==> config.mk <==
export PLATFORM = sky130hd
export DESIGN_NAME = mul_share_arbiter
export DESIGN_NICKNAME = d
export VERILOG_FILES = /design/src/rtl/mul_share_arbiter.sv
export SDC_FILE = /design/constraint.sdc
export NUM_CORES = 1
export LEC_CHECK = 0
export CORE_ASPECT_RATIO = 0.6
export CORE_MARGIN = 4
export CORE_UTILIZATION = 52
export DETAILED_ROUTE_END_ITERATION = 8
export MAX_ROUTING_LAYER = met4
export PLACE_DENSITY = 0.95
export REMOVE_ABC_BUFFERS = 1
export SETUP_SLACK_MARGIN = 0.5
export SYNTH_ARGS = -nofsm -noshare
export SYNTH_HDL_FRONTEND = slang
export SYNTH_SLANG_ARGS = --single-unit
export TNS_END_PERCENT = 1
==> constraint.sdc <==
create_clock -name clk -period 4.1 [get_ports clk]
set_input_delay 0.82 -clock clk [delete_from_list [all_inputs] [get_ports clk]]
set_output_delay 0.82 -clock clk [all_outputs]
set_load 0.1 [all_outputs]
==> src/rtl/mul_share_arbiter.sv <==
// mul_share_arbiter: round-robin sharing of one pipelined multiply cell with credit-checked, ID-tagged response FIFO
module mul_share_arbiter #(
  parameter int NUM_REQ = 4,
  parameter int MUL_LATENCY = 1,
  parameter int RESP_DEPTH = 4
) (
  input  logic                       clk,
  input  logic                       reset,
  input  logic [NUM_REQ-1:0]         req_valid,
  output logic [NUM_REQ-1:0]         req_ready,
  input  logic [32*NUM_REQ-1:0]      req_src1,
  input  logic [32*NUM_REQ-1:0]      req_src2,
  output logic [31:0]                mul_src1,
  output logic [31:0]                mul_src2,
  input  logic [31:0]                mul_result,
  output logic                       resp_valid,
  input  logic                       resp_ready,
  output logic [$clog2(NUM_REQ)-1:0] resp_id,
  output logic [31:0]                resp_result,
  output logic                       busy
);
  localparam int IW = $clog2(NUM_REQ);
  localparam int CW = $clog2(RESP_DEPTH + 1) + 1;
  localparam int PW = RESP_DEPTH > 1 ? $clog2(RESP_DEPTH) : 1;
  logic [IW-1:0] ptr, gnt_idx, last_id;
  logic found, issue_ok, push, pop;
  logic [CW-1:0] fifo_count, inflight_count;
  logic [31:0] last_src1, last_src2, last_res;
  logic [MUL_LATENCY-1:0] tag_v;
  logic [IW-1:0] tag_id [MUL_LATENCY];
  logic [IW-1:0] mem_id [RESP_DEPTH];
  logic [31:0] mem_res [RESP_DEPTH];
  logic [PW-1:0] rp, wp;
  // Credits count only registered occupancy, so a pop frees a slot one cycle later
  assign issue_ok = !reset && (fifo_count + inflight_count < CW'(RESP_DEPTH));
  always_comb begin
    found = 1'b0;
    gnt_idx = '0;
    for (int k = 1; k <= NUM_REQ; k++)
      if (!found && issue_ok && req_valid[(int'(ptr) + k) % NUM_REQ]) begin
        found = 1'b1;
        gnt_idx = IW'((int'(ptr) + k) % NUM_REQ);
      end
  end
  assign req_ready = found ? NUM_REQ'(1) << gnt_idx : '0;
  assign mul_src1 = found ? req_src1[32*int'(gnt_idx) +: 32] : last_src1;
  assign mul_src2 = found ? req_src2[32*int'(gnt_idx) +: 32] : last_src2;
  assign push = tag_v[MUL_LATENCY-1];
  assign resp_valid = fifo_count != '0;
  assign pop = resp_valid && resp_ready;
  assign resp_id = resp_valid ? mem_id[rp] : last_id;
  assign resp_result = resp_valid ? mem_res[rp] : last_res;
  assign busy = resp_valid || inflight_count != '0;
  always_ff @(posedge clk) begin
    if (reset) begin
      ptr <= IW'(NUM_REQ - 1);
      last_src1 <= '0;
      last_src2 <= '0;
      last_res <= '0;
      last_id <= '0;
      tag_v <= '0;
      fifo_count <= '0;
      inflight_count <= '0;
      rp <= '0;
      wp <= '0;
    end else begin
      if (found) begin
        ptr <= gnt_idx;
        last_src1 <= mul_src1;
        last_src2 <= mul_src2;
      end
      tag_v <= (tag_v << 1) | MUL_LATENCY'(found);
      inflight_count <= inflight_count + CW'(found) - CW'(push);
      fifo_count <= fifo_count + CW'(push) - CW'(pop);
      if (push) wp <= wp == PW'(RESP_DEPTH - 1) ? '0 : wp + 1'b1;
      if (pop) begin
        rp <= rp == PW'(RESP_DEPTH - 1) ? '0 : rp + 1'b1;
        last_id <= mem_id[rp];
        last_res <= mem_res[rp];
      end
    end
  end
  always_ff @(posedge clk) begin
    tag_id[0] <= gnt_idx;
    for (int s = 1; s < MUL_LATENCY; s++) tag_id[s] <= tag_id[s-1];
    if (push) begin
      mem_id[wp] <= tag_id[MUL_LATENCY-1];
      mem_res[wp] <= mul_result;
    end
  end
endmodule

==> results.md, run 1 <==
- Synth Area per Inst: about 12 um2
- Flops & latches, synth: about 250
- Antenna violations before repair: 4
- Final Hold Viols: 0
- Die W: between 200 and 250 um
- Pre-CTS WS: -136 ps
- Vias: 12000
- Worst Max-Slew Pin Slew: around 1000 ps
- Area share of the largest cell type after synthesis: between 30% and 40%
- Vias per inst: 6.61
- Hold crit path type: reg -> reg
- Worst Setup Path Type: in -> out
- Sequential cell area: approximately 6400 um2
- Ports: about 400
- Largest net degree at the start of global routing: between 70 and 80
- Clk slew on worst S/H paths: around 60 ps
- # nets final: ~1800
- Startpoint Class: input pin
- Fin crit period: ~3900 ps
- Area Overhead vs Synth: 53.9%
- Layout cells sized above 1: ~37%
- # clock sinks: between 200 and 300
- Die footprint: around 28000 um2
- Final worst slack: roughly 190 ps
- WP data required: roughly 3300 ps
- CTS root buffer: clkbuf_16
- Total gr overflow: 0
- Setup-failing EPs final: 0
- Max transition margin: between 30 and 40%
- Starting Density: ~54%
- Ranking of synthesized cells by area: edfxtp_1 (31%), dfxtp_1 (18%), mux2_4 (6.9%)
- DR pass1 iterations: 5
- CP Data Arrival Time: between 3000 and 4000 ps
- Mapped Area: 13200 um2
- Clock Skew: approximately 27 ps
- Detailed Place HPWL: between 30000 and 40000 um
- Post-route antenna net violation count: 0
- Status: finished clean
- Unrepaired setup endpoints after global routing: yes
- Num rows: 44
- Sequential element share of the synthesized area: between 40% and 50%
- Fmax: 0.256 GHz
- Fill cell count: around 1100
- Maximum fanout along the worst path: 7
- Wire length per cell: between 20 and 30 um
- H-tree levels: 1
- CTS tree: done
- I/O Buffers: just under 400
- Count of distinct cell types in the synthesized netlist: 44
- Crit end category: output pin
- Ys async rst share: 0%
- Multi-input gate area: approximately 7000 um2
- Min Hold Slack: around 460 ps
- Gr usage total: a little under two fifths
- Core Region: ~25000 um2
- Vias in the first global route: about 13000
- Number of synthesized flops with an enable pin: between 100 and 150
- DRT iter0 DRCs: about 1200
- Final Wtd Congestion: approximately 0.93
- Buffer depth of the longest clock path: 3
- Fin. max-slew vios: 0
- Yosys warnings: 0
- Final wirelength: between 50000 and 60000 um
- Largest area contributor in the netlist: edfxtp_1
- Skew-Pair Late Insertion Delay: ~530 ps
- Gate Count Post-Synth: about 1100
- Max Cap Viol: 0
- Num CTS Buffers: 24
- Post-route DRC: 0
- First-pass GRT wire length: 79300 um
- Ys flop type: edfxtp_1
- Final worst-path cycle share: a little over nine tenths
- Die span in y: 132 um
-- placed cells by master (no fill, tap or decap), types with 5 or more instances in the layout --
cell / count
clkinv_2: 5
mux4_2: 34
nor2_1: 9
buf_4: 73
nor3_4: 19
buf_16: 6
clkdlybuf4s50_1: 290
edfxtp_1: 136
nor2b_1: 53
ha_1: 15
nor4_1: 64
a21oi_1: 103
a2111oi_4: 24
clkbuf_1: 6
nand2_1: 72
inv_1: 22
mux2_2: 37
mux2_4: 61
buf_12: 85
nor3_1: 15
nor3_2: 98
diode_2: 5
dfxtp_1: 112
and2b_1: 13
clkbuf_16: 25
a2111oi_2: 40
-- what timing repair did --
item / CTS / global route
pin swaps: 24 / 0
hold buffers: 0 / 0
gates cloned: 9 / 0
setup buffers: 14 / 0
setup endpoints to repair: 67 / 67
gates resized for setup: 142 / 12
-- kinds of logic after synthesis --
kind of cell | count (synthesis) | synth area share [%]
compound gates | 180 | 11.5
xor+xnor | 7 | 0.463
fa+ha+maj | 19 | 1.91
buf+inv | 120 | 4.66
flops | 253 | 48.5
mux | 134 | 16.0
simple gates | 364 | 16.9
-- critical path, cell delays in order --
cell,delay (ps)
clkdlybuf4s15_2,230
or4_4,560
nand2_1,100
a2111o_2,220
buf_12,200
buf_12,160
nor3_2,70
nor3_1,470
buf_12,240
-- stage by stage --
stage	instance area [um2]	util, %	TNS [ps]	std cells
floorplan	12700	-	-739280	980
global placement	18300	74.2	-49.0	1747
detailed placement	18300	74.2	-221	1747
CTS	20200	82.2	0	1813
global route	20400	82.8	0	1817
finish	20400	82.8	0	1818
-- registers in the layout, summed over array words and instances (netlist names), named ones only --
signal and cells:
last_src2 32, last_id 2, wp 2, rp 2, last_src1 32, inflight_count 4
mem_res 128, last_res 32, ptr 2, fifo_count 4, tag_id 2, mem_id 8
push 1
-- cell usage after synthesis (2+ instances only) --
cell type,count
a2111oi_1,10
a2111oi_2,54
a211o_1,2
a21o_1,3
a21oi_1,106
and2_1,6
and2b_1,13
buf_1,9
buf_2,20
buf_4,9
buf_6,14
clkbuf_1,43
clkbuf_2,2
dfxtp_1,117
edfxtp_1,136
fa_1,2
ha_1,17
inv_1,22
mux2_2,37
mux2_4,61
mux2i_1,2
mux4_2,34
nand2_1,73
nand2b_1,2
nand4_1,3
nor2_1,9
nor2b_1,56
nor3_1,71
nor3_2,61
nor4_1,64
xnor2_1,4
xor2_1,3
-- path summary, 6_finish.rpt --
check	cells after the start	slack (ps)	endpoint	from
setup / recovery	9	190	mul_src2[8]	req_valid[2]
hold / removal	2	460	last_res[9]$_SDFFE_PP0P_	last_res[9]$_SDFFE_PP0P_
setup reg to reg	13	1100	fifo_count[2]$_SDFF_PP0_	fifo_count[2]$_SDFF_PP0_
hold reg to reg	2	460	last_res[9]$_SDFFE_PP0P_	last_res[9]$_SDFFE_PP0P_
-- cell type report --
type	instances	share of cell area, %
multi-input cells	705	34.8
inverters	23	0.424
well taps	322	1.98
repair buffers	467	27.2
clock buffers	32	3.25
diodes	5	0.0614
flip-flops and latches	253	31.6
clock inverters	11	0.639
-- metal layers --
layer  vias up  part of all wire, %  GRT usage [%]
met1      5888                   34           42.7
met4         0                  7.3           20.3
li1       4936                    -              -
met5         -                    0              -
met3       298                  9.7           9.16
met2       891                   49           60.4
Power of run 1 is left out: the tool's default activity adds up to more than one toggle a clock period on the data nets, which glitch-free logic cannot reach.
==> run 2: changes to the inputs <==
- CTS_CLUSTER_DIAMETER: unset -> 60
==> results of run 2 <==
Final layout, timing and power as in run 1 (identical DEF).
Power of run 2 is left out for the same reason.
==> run 3: changes to the inputs <==
- CTS_CLUSTER_SIZE: unset -> 10
==> run 3 against run 2 <==
Net effect:
- cell count grew 0.61%
- first-iteration DRC count grew 0.92%
- sequential cell count is the same
- core utilization grew 0.092 points
- register-to-register slack lost 70 ps
- non-clock buffer count grew 8
- critical endpoint is now mul_src1[1]
- largest cell class unchanged
==> results.md, run 3 (synthesized netlist as in run 1, its figures left out) <==
- Status: finished clean (unchanged)
- Vias: 12200 (was 12000)
- Final worst slack: 147 ps (was 193 ps)
- Skew-Pair Late Insertion Delay: 530 ps (about the same)
- Total gr overflow: 0 (unchanged)
- Area Overhead vs Synth: 54.1% (was 53.9%)
- Setup-failing EPs final: 0 (unchanged)
- Fin. max-slew vios: 0 (unchanged)
- Worst Setup Path Type: reg -> out (was in -> out)
- Largest net degree at the start of global routing: 72 (unchanged)
- Buffer depth of the longest clock path: 3 (unchanged)
- DRT iter0 DRCs: 1205 (was 1194)
- Core Region: 24600 um2 (unchanged)
- Max FFs per register: 128 (unchanged)
- Pre-CTS WS: -136 ps (unchanged)
- Unrepaired setup endpoints after global routing: yes (unchanged)
- Vias in the first global route: 12700 (was 12800)
- Die span in y: 132 um (unchanged)
- Gr usage total: 36.7% (was 37.2%)
- Clock Skew: 11.5 ps (was 27.0 ps)
- Fill cell count: 1117 (was 1105)
- Antenna violations before repair: 1 (was 4)
- Fin crit period: 3950 ps (was 3910 ps)
- Most common cell after layout, fill and taps aside: clkdlybuf4s50_1 (unchanged)
- CTS root buffer: clkbuf_16 (unchanged)
- Post-route antenna net violation count: 0 (unchanged)
- WP data required: 3280 ps (about the same)
- Commonest non-fill, non-tap cells in the layout: clkdlybuf4s50_1 (290), edfxtp_1 (136), nor3_2 (111) (was clkdlybuf4s50_1 (290), edfxtp_1 (136), dfxtp_1 (112))
- Ports: 399 (unchanged)
- Final Hold Viols: 0 (unchanged)
- Maximum fanout along the worst path: 12 (was 7)
- Max Cap Viol: 0 (unchanged)
- Die footprint: 28200 um2 (unchanged)
- Final worst-path cycle share: 96.4% (was 95.3%)
- Final wirelength: 55200 um (was 53800 um)
- Worst Max-Slew Pin Slew: 998 ps (was 995 ps)
- Util after Layout: 82.9% (was 82.8%)
- Num CTS Buffers: 29 (was 24)
- Fmax: 0.253 GHz (was 0.256 GHz)
- Hold crit path type: reg -> reg (unchanged)
- Die W: 214 um (unchanged)
- Detailed Place HPWL: 31100 um (unchanged)
- CP Data Arrival Time: 3130 ps (was 3090 ps)
- First-pass GRT wire length: 78800 um (was 79300 um)
- Layout cells sized above 1: 37.9% (was 37.2%)
- Max transition margin: 33.3% (was 33.4%)
- I/O Buffers: 398 (unchanged)
- Vias per inst: 6.69 (was 6.61)
- Starting Density: 53.8% (unchanged)
- # nets final: 1801 (was 1788)
- Wire length per cell: 30.2 um (was 29.6 um)
- H-tree levels: 1 (unchanged)
- Startpoint Class: flip-flop (was input pin)
- Post-route DRC: 0 (unchanged)
- Crit end category: output pin (unchanged)
- DR pass1 iterations: 5 (unchanged)
- Clk slew on worst S/H paths: 60 ps (about the same)
- Num rows: 44 (unchanged)
- Final Wtd Congestion: 0.934 (unchanged)
- Flop-to-flop setup slack: 1030 ps (was 1100 ps)
- # clock sinks: 253 (unchanged)
- Biggest register: mem_res (unchanged)
- CTS tree: done (unchanged)
run 3: cell types whose count changed in the layout (fill, tap and decap cells not counted), moves of 3 or more:
cell | previous run | this run
buf_12 | 85 | 81
bufinv_16 | 3 | 0
nor3_2 | 98 | 111
nor3_4 | 19 | 13
clkbuf_16 | 25 | 33
nor3_1 | 15 | 8
diode_2 | 5 | 2
a2111oi_4 | 24 | 16
clkbuf_1 | 6 | 19
a2111oi_2 | 40 | 48
buf_4 | 73 | 80
a21oi_2 | 2 | 5
a21oi_1 | 103 | 100
clkinv_2 | 5 | 0
run 3: what timing repair did:
action,4_1_cts,5_1_grt
setup endpoints to repair,67,67
hold buffers,0,0
cloned,9,4
setup buffers,8,10
pin swaps,24,14
resized for setup,136,19
run 3: metrics by stage:
stage | cell area (um2) | setup TNS [ps] | cells | hold slack (ps)
2_1_floorplan | 12700 | -739280 | 980 | 427
3_3_place_gp | 18300 | -49.0 | 1747 | 438
3_5_place_dp | 18300 | -221 | 1747 | 444
4_1_cts | 20100 | 0 | 1813 | 454
5_1_grt | 20400 | 0 | 1828 | 471
6_report | 20400 | 0 | 1829 | 455
run 3: worst max-delay path, stage by stage (launching register included):
cell,delay [ps]
dfxtp_4,370
ha_4,260
a31oi_4,280
xor2_2,210
buf_4,150
and4_4,270
buf_12,130
buf_16,150
a21oi_1,120
nor3_1,290
buf_4,170
buf_12,170
run 3: layout make-up:
| type | instances | area (um2) | share of cell area, % |
|---|---|---|---|
| clock inverters | 1 | 8.76 | 0.0429 |
| diodes | 2 | 5.00 | 0.0245 |
| inverters | 23 | 86.3 | 0.423 |
| multi-input cells | 705 | 7010 | 34.4 |
| clock buffers | 48 | 797 | 3.91 |
| well taps | 322 | 403 | 1.98 |
| flip-flops and latches | 253 | 6440 | 31.6 |
| repair buffers | 475 | 5640 | 27.7 |
run 3: per-layer routing:
| metal | track usage (%) | part of all wire [%] | vias up |
|---|---|---|---|
| li1 | - | - | 4950 |
| met1 | 42.8 | 34 | 5946 |
| met2 | 59.8 | 48 | 1014 |
| met3 | 8.05 | 10 | 335 |
| met4 | 19.9 | 7.8 | 0 |
| met5 | - | 0 | - |
run 3: final timing paths:
kind | from | endpoint | cells past startpoint
setup / recovery | inflight_count[1]$_SDFF_PP0_ | mul_src1[1] | 11
setup reg to reg | inflight_count[2]$_SDFF_PP0_ | inflight_count[2]$_SDFF_PP0_ | 11
hold / removal | last_res[4]$_SDFFE_PP0P_ | last_res[4]$_SDFFE_PP0P_ | 2
hold reg to reg | last_res[4]$_SDFFE_PP0P_ | last_res[4]$_SDFFE_PP0P_ | 2
Power of run 3 is left out for the same reason.
==> variant 1: new RTL, flow settings as in run 1 <==
The parameter `RESP_DEPTH` goes from 4 to 8.
--- a/src/rtl/mul_share_arbiter.sv
+++ b/src/rtl/mul_share_arbiter.sv
@@ -3,5 +3,5 @@
   parameter int NUM_REQ = 4,
   parameter int MUL_LATENCY = 1,
-  parameter int RESP_DEPTH = 4
+  parameter int RESP_DEPTH = 8
 ) (
   input  logic                       clk,
Function: no difference found for any inputs over 4 cycles, from zero or initial values and one cycle with reset high; that may be too few to reach the edited logic, so the function may still have changed.
==> variant 1 against run 1 <==
Sequential cell count increased by 141. Critical endpoint is now mul_src1[2]. Routed wire length increased by 18%. Die area increased by 32%. Final area increased by 23%. Setup slack got worse by 0.035 ns. Area after synthesis increased by 34%. Fmax decreased by 0.88%. Via count increased by 18%.
Power is not shown: default switching activity piles up to over one toggle a cycle in this logic, so the estimate is an artifact.
==> variant 1: results (changes against run 1) <==
Outcome
  • Status: finished, final reports clean

GRT
  • Total GRT Usage: 0.340 (-0.0314)
  • First-pass GRT wire length: 91800 microns (+16%)
  • Vias in the first global route: 14500 (+14%)
  • Initial antenna violation count: 15 (+11)

Clocking
  • Clock latency on the worst-skew pair: 0.55 ns (+0.02 ns)
  • Total CTS buffers: 37 (+54%)

Route
  • Via Count: 14200 (+18%)
  • Met2 wire len: 30700 microns (+18%)
  • Met3 WL: 5930 microns (+14%)
  • Post-Route M1 WL: 22300 microns (+20%)
  • Drt first pass iters: 8 (+3)
  • Drt total wl: 63300 microns (+18%)
  • Detailed router's first-iteration violation count: 1644 (+38%)

Timing
  • Clk_skew: 0.0243 ns (-0.00268 ns)

Hold path
  • Hold_sp: last_res[12]
  • Worst Hold Endpoint: last_res[12]

Place
  • Pre-CTS WS: 0.0902 ns (+0.226 ns)
  • Gpl congestion: 0.948 (+1.5%)
  • Post-DP HPWL: 38800 microns (+25%)

Synth
  • Seq/Total Area, Yosys: 0.600 (+0.115)
  • Yosys cell types: 45 (+2.3%)

Layout
  • Layout net count: 1985 (+11%)
  • Max reg flops: 256 (+100%)
  • Fillers: 1776 (+61%)

Setup path
  • Largest stage delay on the critical path: 0.35 ns (-0.21 ns)
  • CP max FO: 48 (+41)
  • Crit path max-delay family: buffers and inverters
  • Flop-to-flop setup slack: 0.70 ns (-0.40 ns)
variant 1: cell type report:
cell class	count	area (sq um)	area share
inverter	22	87.6	0.00348
sequential	394	10600	0.423
tap	450	563	0.0224
clock buffer	47	1040	0.0412
clock inverter	21	158	0.00627
multi-input combinational	742	7140	0.284
timing repair buffer	472	5500	0.219
antenna	15	37.5	0.00149
variant 1: worst max path at each step:
stage                  start      endpoint  slack [ns]  cells past startpoint
5_1_grt         req_valid[3]   mul_src1[2]        0.13                      9
3_5_place_dp    req_valid[0]  mul_src2[24]        0.09                      9
4_1_cts        fifo_count[1]   mul_src2[4]        0.26                      9
3_3_place_gp    req_valid[3]  mul_src1[13]        0.14                      9
6_report        req_valid[3]   mul_src1[2]        0.16                      9
2_1_floorplan   req_valid[3]  req_ready[1]       -9.19                      4
variant 1: worst register-to-register path, cell delays in order (launching register included):
cell and delay, ns:
dfxtp_1 0.35, inv_1 0.12, ha_1 0.14, or4b_4 0.73, nand2_1 0.34, inv_2 0.07, ha_1 0.29, inv_1 0.04
ha_1 0.19, inv_1 0.08, fa_1 0.22, inv_1 0.05, a21oi_1 0.12, nor2_1 0.07, or3_1 0.35, a21oi_1 0.17
variant 1: cell families after synthesis:
kind of cell	Yosys count	share of synthesized area
compound gates	288	0.154
xor+xnor	8	0.00481
fa+ha+maj	21	0.0157
buf+inv	134	0.0322
flops	394	0.600
mux	109	0.110
simple gates	315	0.0832
variant 1: layer usage:
metal | vias up | track usage
li1 | 5831 | -
met1 | 6996 | 0.405
met3 | 319 | 0.0869
met4 | 0 | 0.192
met5 | - | -
met2 | 1005 | 0.536
variant 1: what timing repair did:
item / CTS / global route
buffers inserted: 16 / 0
gates resized for setup: 81 / 6
cloned: 5 / 0
endpoints found under the setup margin: 71 / 83
pin swaps: 10 / 2
variant 1: metrics by stage:
step                cells  hold slack [ns]  TNS, ns
floorplan            1157            0.447  -847.04
global placement     2059            0.456        0
detailed placement   2059            0.491        0
CTS                  2148            0.500        0
global route         2163            0.522        0
finish               2163            0.501        0
==> variant 2: new RTL, flow settings as in run 1 <==
Made on the original files. Reset style: asynchronous (`reset`), changed in one clocked block.
--- a/src/rtl/mul_share_arbiter.sv
+++ b/src/rtl/mul_share_arbiter.sv
@@ -52,5 +52,5 @@
   assign resp_result = resp_valid ? mem_res[rp] : last_res;
   assign busy = resp_valid || inflight_count != '0;
-  always_ff @(posedge clk) begin
+  always_ff @(posedge clk or posedge reset) begin
     if (reset) begin
       ptr <= IW'(NUM_REQ - 1);
Function: differs if reset is asserted again (counterexample within 4 cycles, from zero or initial values and one cycle with reset high); with reset held inactive, the same outputs for 4 cycles.
==> variant 2 against run 1 <==
The run now ends with negative setup slack left. Sequential cell count fell by 2. Final area grew 0.20%. Setup slack got worse by 0.33 ns. Register-to-register slack improved by 0.11 ns. Routed wire length rose by 2.1%. Critical path depth rose by 1. Fmax down 7.7%. Area after synthesis is 3.8% lower. Critical path type is now reg2out. Critical endpoint is now mul_src2[4].
Power is left out: the tool's default activity adds up to more than one toggle a clock period on the data nets, which glitch-free logic cannot reach.
==> variant 2: results (changes against run 1) <==
Outcome
  • Status: finished, violations left
  • Failing checks: negative setup slack

Clocking
  • Clock latency on the worst-skew pair: 0.55 ns (+0.02 ns)
  • CTS clk-pin slew, worst paths: 0.07 ns

Setup path
  • Crit path from: fifo_count[1]
  • CP arrival: 3.41 ns (+0.32 ns)
  • RR Endpoint: fifo_count[3]
  • Flop-to-flop setup slack: 1.21 ns (+0.11 ns)
  • R2R depth: 13 (unchanged)
  • Crit-path slowest cell: dfrtp_1
  • CP max FO: 40 (+33)
  • Crit path capture: mul_src2[4]
  • Worst r2r src: fifo_count[1]
  • Largest stage delay on the critical path: 0.44 ns (-0.12 ns)
  • Crit path max-delay family: buffers and inverters

Synth
  • Async SR Flop Fraction: 0.450 (+0.450)
  • Synth top cells by count: nor3_1, edfxtp_1, dfrtp_1, inv_1, mux2_2
  • Mapped Cells: 1002 (-7.0%)
  • Post-synth top flop: edfxtp_1
  • Synth top area cells: edfxtp_1, dfrtp_1, nor3_1, a2111oi_2, mux2_2
  • Seq/Total Area, Yosys: 0.546 (+0.0608)
  • Area share of the largest cell type after synthesis: 0.321 (+0.0123)
  • Yosys cell types: 48 (+9.1%)

Layout
  • Non-Filler Instances: 1772 (-2.5%)
  • Share of cells above drive strength 1: 0.358 (-0.0142)
  • Layout net count: 1740 (-2.7%)

GRT
  • Pin count of the biggest net entering global routing: 65 (-9.7%)
  • Total GRT Usage: 0.353 (-0.0190)
  • Vias in the first global route: 12000 (-5.5%)
  • First-pass GRT wire length: 71700 microns (-9.6%)

Place
  • Pre-CTS WS: 0.0156 ns (+0.152 ns)
  • Gpl congestion: 0.987 (+5.7%)
  • Post-DP HPWL: 31200 microns (+0.35%)
  • Post-placement cell area: 18000 sq um (-1.6%)

Timing
  • Clk_skew: 0.0188 ns (-0.00817 ns)
  • Setup ws final: -0.133 ns (-0.326 ns)
  • Setup-failing EPs final: 14 (+14)
  • Slew headroom: 0.316 (-0.0179)

Route
  • Wire per inst: 31.0 microns (+4.7%)
  • Post-DR vias/cell: 6.84 (+3.5%)
-- variant 2: cell types whose count changed after synthesis, moves of 66 or more --
| cell | before | now |
|---|---|---|
| nor3_1 | 71 | 194 |
| nand2_1 | 73 | 5 |
| dfrtp_1 | 0 | 111 |
| a21oi_1 | 106 | 6 |
| dfxtp_1 | 117 | 2 |
| inv_1 | 22 | 88 |
-- variant 2: worst min path at each step --
stage / startpoint / endpoint / slack (ns) / depth (start not counted)
final: tag_id[0][0] / mem_id[1][0] / 0.48 / 0
after global routing: tag_id[0][0] / mem_id[3][0] / 0.51 / 0
after CTS: tag_id[0][0] / mem_id[3][0] / 0.48 / 0
after detailed placement: tag_id[0][0] / mem_id[1][0] / 0.46 / 0
after global placement: tag_id[0][0] / mem_id[2][0] / 0.46 / 0
after floorplan: tag_id[0][0] / mem_id[0][0] / 0.44 / 0
-- variant 2: routing by layer --
metal,part of all wire,up-vias,GRT usage
met5,0,-,-
met4,0.078,0,0.170
met3,0.11,378,0.0975
met2,0.46,989,0.549
met1,0.35,5972,0.433
li1,-,4777,-
-- variant 2: what timing repair did --
action                                  4_1_cts  5_1_grt
endpoints found under the setup margin       68       88
buffers inserted                             12       18
gates resized for setup                      70       90
pin swaps                                     4       23
gates cloned                                  2        3
endpoints found under the hold margin         0        0
-- variant 2: worst reg2reg max path, delay by kind of cell (launching register included) --
kind | cells | cell delay, ns
xor gates and xnor gates | 1 | 0.21
buffers and inverters | 6 | 0.85
DFF | 1 | 0.43
adders and majority gates | 2 | 0.50
and+or+nand+nor | 2 | 0.38
AOI/OAI and AO/OA | 2 | 0.43
-- variant 2: layout make-up --
| cell class | instances | area [sq um] |
|---|---|---|
| fillers | 1065 | 3700 |
| diodes | 6 | 15.0 |
| well taps | 322 | 403 |
| inverters | 89 | 337 |
| repair buffers | 487 | 5650 |
| clock inverters | 14 | 206 |
| flip-flops and latches | 251 | 6960 |
| clock buffers | 30 | 674 |
| multi-input cells | 573 | 6170 |
-- variant 2: cell families after synthesis --
logic type	count (synthesis)	synth area share
DFF	251	0.546
AOI/OAI and AO/OA	223	0.160
and+or+nand+nor	221	0.0879
buffers and inverters	178	0.0594
muxes	104	0.122
adders and majority gates	19	0.0199
xor gates and xnor gates	6	0.00413
-- variant 2: metrics by stage --
step	util	setup TNS [ns]
after floorplan	-	-384.57
after global placement	0.746	0
after detailed placement	0.746	0
after CTS	0.811	0
after global routing	0.846	-1.05
final	0.846	-0.735
